## src/rtl/fifo_rd_ctrl.sv

```systemverilog
// fifo_rd_ctrl: async FIFO read side with a synchronised write pointer and a first-word-fall-through output register
module fifo_rd_ctrl #(
  parameter int DATA_WIDTH = 8,
  parameter int ADDR_SIZE  = 3
) (
  input  logic                  clk,
  input  logic                  rst,
  input  logic [ADDR_SIZE:0]    wptr_gray,
  input  logic [DATA_WIDTH-1:0] mem_data,
  output logic [ADDR_SIZE-1:0]  r_addr,
  output logic [ADDR_SIZE:0]    rptr_gray,
  input  logic                  rd_ready,
  output logic                  rd_valid,
  output logic [DATA_WIDTH-1:0] rd_data,
  output logic                  empty,
  output logic [ADDR_SIZE:0]    rd_level
);
  logic [ADDR_SIZE:0]   wq1, wq2, wbin, rbin, rbin_next, diff;
  logic [ADDR_SIZE+1:0] sum;
  logic                 mem_empty, fetch;
  always_comb begin
    wbin = wq2;
    for (int i = ADDR_SIZE - 1; i >= 0; i--) wbin[i] = wbin[i+1] ^ wq2[i];
  end
  assign mem_empty = wq2 == rptr_gray;
  // rd_ready only enables the fetch; rd_valid/rd_data/r_addr all come from flops
  assign fetch     = ~mem_empty & (~rd_valid | rd_ready);
  assign rbin_next = rbin + (ADDR_SIZE+1)'(fetch);
  assign r_addr    = rbin[ADDR_SIZE-1:0];
  assign empty     = ~rd_valid;
  assign diff      = wbin - rbin;
  assign sum       = {1'b0, diff} + (ADDR_SIZE+2)'(rd_valid);
  assign rd_level  = sum[ADDR_SIZE+1] ? '1 : sum[ADDR_SIZE:0];
  always_ff @(posedge clk or posedge rst) begin
    if (rst) begin
      wq1       <= '0;
      wq2       <= '0;
      rbin      <= '0;
      rptr_gray <= '0;
      rd_valid  <= 1'b0;
      rd_data   <= '0;
    end else begin
      wq1       <= wptr_gray;
      wq2       <= wq1;
      rbin      <= rbin_next;
      rptr_gray <= (rbin_next >> 1) ^ rbin_next;
      rd_valid  <= fetch | (rd_valid & ~rd_ready);
      rd_data   <= fetch ? mem_data : rd_data;
    end
  end
endmodule

```

## config.mk

```make
export PLATFORM = sky130hd
export DESIGN_NAME = fifo_rd_ctrl
export DESIGN_NICKNAME = d
export VERILOG_FILES = /design/src/rtl/fifo_rd_ctrl.sv
export SDC_FILE = /design/constraint.sdc
export NUM_CORES = 1
export LEC_CHECK = 0
export CAP_MARGIN = 20
export CELL_PAD_IN_SITES_DETAIL_PLACEMENT = 1
export CELL_PAD_IN_SITES_GLOBAL_PLACEMENT = 1
export CORE_MARGIN = 4
export CORE_UTILIZATION = 37
export DETAILED_ROUTE_END_ITERATION = 12
export PLACE_DENSITY_LB_ADDON = 0.25
export SYNTH_ARGS = -nofsm -noshare
export SYNTH_HDL_FRONTEND = slang
export SYNTH_SLANG_ARGS = --single-unit
```

## constraint.sdc

```tcl
create_clock -name clk -period 6.3 [get_ports clk]
set_input_delay 1.89 -clock clk [delete_from_list [all_inputs] [get_ports clk]]
set_output_delay 1.89 -clock clk [all_outputs]
set_load 0.01 [all_outputs]
```

==> summary.md <==
| Metric | Value |
|---|---|
| Wire length of the first global-routing pass | 3680 µm |
| Post-CTS setup buffers | 0 |
| Status | finished, final reports clean |
| Required @ worst endpoint | 4.41 ns |
| Sequential share of the synthesized area | 0.570 |
| Placed insts | 144 |
| Flops & latches, synth | 24 |
| Post_cts resized | 0 |
| Total wire length | ~2200 µm |
| CTS tree | built |
| Clock Pin Slew Worst Setup and Hold Paths | approximately 0.12 ns |
| Most frequent cells after synthesis | dfrtp_1 (24), xor2_1 (11), inv_1 (9) |
| Worst setup SP type | flip-flop |
| Largest net degree at the start of global routing | 25 |
| Die H | 61.4 µm |
| Core area | 2730 µm² |
| Largest cells by area after synthesis | dfrtp_1 (57%), xor2_1 (9.1%), mux2_2 (8.6%) |
| Max Cap Violations | 0 |
| Fin cells | 148 |
| Worst setup EP type | output port |
| Clock root buffer | clkbuf_4 |
| Area occupied by multi-input gates | around 420 µm² |
| Hold crit path type | flip-flop to flip-flop |
| Part of the cycle the worst path needs | 0.805 |
| Total design power | 765 µW |
| Fin area | 1480 µm² |
| Vias post-DR | 695 |
| # rows | 19 |
| Via-per-instance ratio | 4.70 |
| Hold Vio Cnt, Final | 0 |
| Synth Cell Area | 1050 µm² |
| Routability cong. | 0.666 |
| Layout cells sized above 1 | 0.120 |
| GRT Total Usage | 0.133 |
| Peak Freq | 197 MHz |
| Width of the die | approximately 61 µm |
| CTS H-tree depth | 1 |
| IO Count | 36 |
| Cell variety after synth | 16 |
| Vias in the first global route | approximately 840 |
| Max FO, Critical Path | 3 |
| Clock latency at the later pin of the worst-skew pair | roughly 0.30 ns |
| Post-synth top flop | dfrtp_1 |
| Least-Margin Pin Slew | ~0.87 ns |
| Pwr Density | 517 nW/µm² |
| Area grow syn2layout | 40.4% |
| Antenna Diode Count | 0 |
| Setup violations, final | 0 |
| Clk sinks | 24 |
| Initial core utilization | 0.385 |
| Max VDD drop | 374 µV |
| Placed Area | 1440 µm² |
| # fillers | around 280 |
| NumNets Final | roughly 140 |
| Ys Warns | 0 |
| Pre-antenna DRT Iters | 3 |
| Syn avg cell area | 13.5 µm² |
| # port buffers | 35 |
| GRT Residual Overflow | 0 |
| Initial DRC Count | 4 |
| Remaining DRCs | 0 |
| Reg area | 601 µm² |
| ANT nets after route | 0 |
| Post-synth EDFFs | 0 |
| Syn nets | a little over 100 |
| Crit Path Class | flip-flop to output port |
| Post-synth ARST share | 1.00 |
| TNS Setup | 0 ns |
| Yosys top cell by area | dfrtp_1 |
| Avg WL per Cell | about 15 µm |
| Antenna violations before repair | 0 |
| Minimum clock period | 5.07 ns |
| RSZ-0062 raised after global routing | false |
| Most frequent cell after synthesis | dfrtp_1 |
| Slew headroom | 0.416 |
| Die area | 3770 µm² |
| Top-area cell type share of the netlist area | 0.570 |
| Mapped Cells | 78 |
| Post-CTS Hold Buffers | 0 |
| Leakage | around 0.67 nW |
| Clock skew | 0.00325 ns |
| Number of buffers created by CTS | 3 |
| Clock Tree Buf Depth | 2 |
| Final Max Tran Viols | 0 |
| Crit path DAT | 3.18 ns |
==> layer usage <==
layer	track usage	wire length, µm	vias up
li1	-	-	332
met2	0.246	1240	22
met3	0.0398	143	4
met1	0.142	772	337
met5	0	0	-
met4	0.0485	37	0
==> area by class of cell <==
| type | count | share of cell area |
|---|---|---|
| flip-flops and latches | 24 | 0.406 |
| well taps | 31 | 0.0262 |
| repair buffers | 35 | 0.237 |
| multi-input cells | 45 | 0.283 |
| clock buffers | 4 | 0.0245 |
| inverters | 9 | 0.0228 |
==> where the power goes <==
part           leakage (nW)  switching (mW)  internal [mW]
Clock                0.0210          0.0415         0.0352
Sequential            0.277          0.0370          0.199
Combinational         0.371           0.204          0.249
Total                 0.669           0.282          0.483
==> stage by stage <==
step	util	setup slack, ns	hold WS (ns)
floorplan	-	2.16	0.331
global placement	0.528	1.67	0.334
detailed placement	0.528	1.54	0.339
CTS	0.541	1.19	0.369
global route	0.541	0.958	0.379
finish	0.541	1.23	0.365
==> worst max-delay path, stage by stage (launching register included) <==
cell and delay, ns:
dfrtp_1 0.42, xor2_1 0.19, xnor2_1 0.33, xor2_1 0.13, ha_1 0.22, fa_1 0.48, inv_1 0.05, ha_1 0.22
nand2_1 0.11, inv_1 0.05, a21oi_1 0.14, clkdlybuf4s50_1 0.55
==> flip-flops by register name, summed over array words and instances, names as in the netlist <==
register / cells
rd_data: 8
rbin: 4
wq1: 4
wq2: 4
rptr_gray: 3
rd_valid: 1
==> path summary, 6_finish.rpt <==
kind / startpoint / endpoint / slack (ns) / depth (start not counted)
max in group asynchronous: rst / rbin[0] / 3.70 / 2
min in group asynchronous: rst / rd_data[4] / 2.06 / 2
worst min register to register: wq1[1] / wq2[1] / 0.36 / 0
worst max register to register: rbin[3] / rptr_gray[1] / 4.17 / 7
worst min-delay path: wq1[1] / wq2[1] / 0.36 / 0
worst max-delay path: wq2[2] / rd_level[2] / 1.23 / 11
==> cells by family after synthesis <==
kind of cell,count (synthesis),share of synthesized area
and+or+nand+nor,7,0.0356
AOI/OAI and AO/OA,7,0.0487
buffers and inverters,9,0.0321
adders and majority gates,8,0.102
DFF,24,0.570
xor gates and xnor gates,14,0.116
muxes,9,0.0950
==> placed cells by master (no fill, tap or decap), types with 3 or more instances in the layout <==
cell	n
mux2_2	8
ha_1	7
dfrtp_1	24
clkbuf_4	3
xnor2_1	3
clkdlybuf4s50_1	35
xor2_1	11
inv_1	9
No activity file was read; power rests on OpenSTA's default activity.
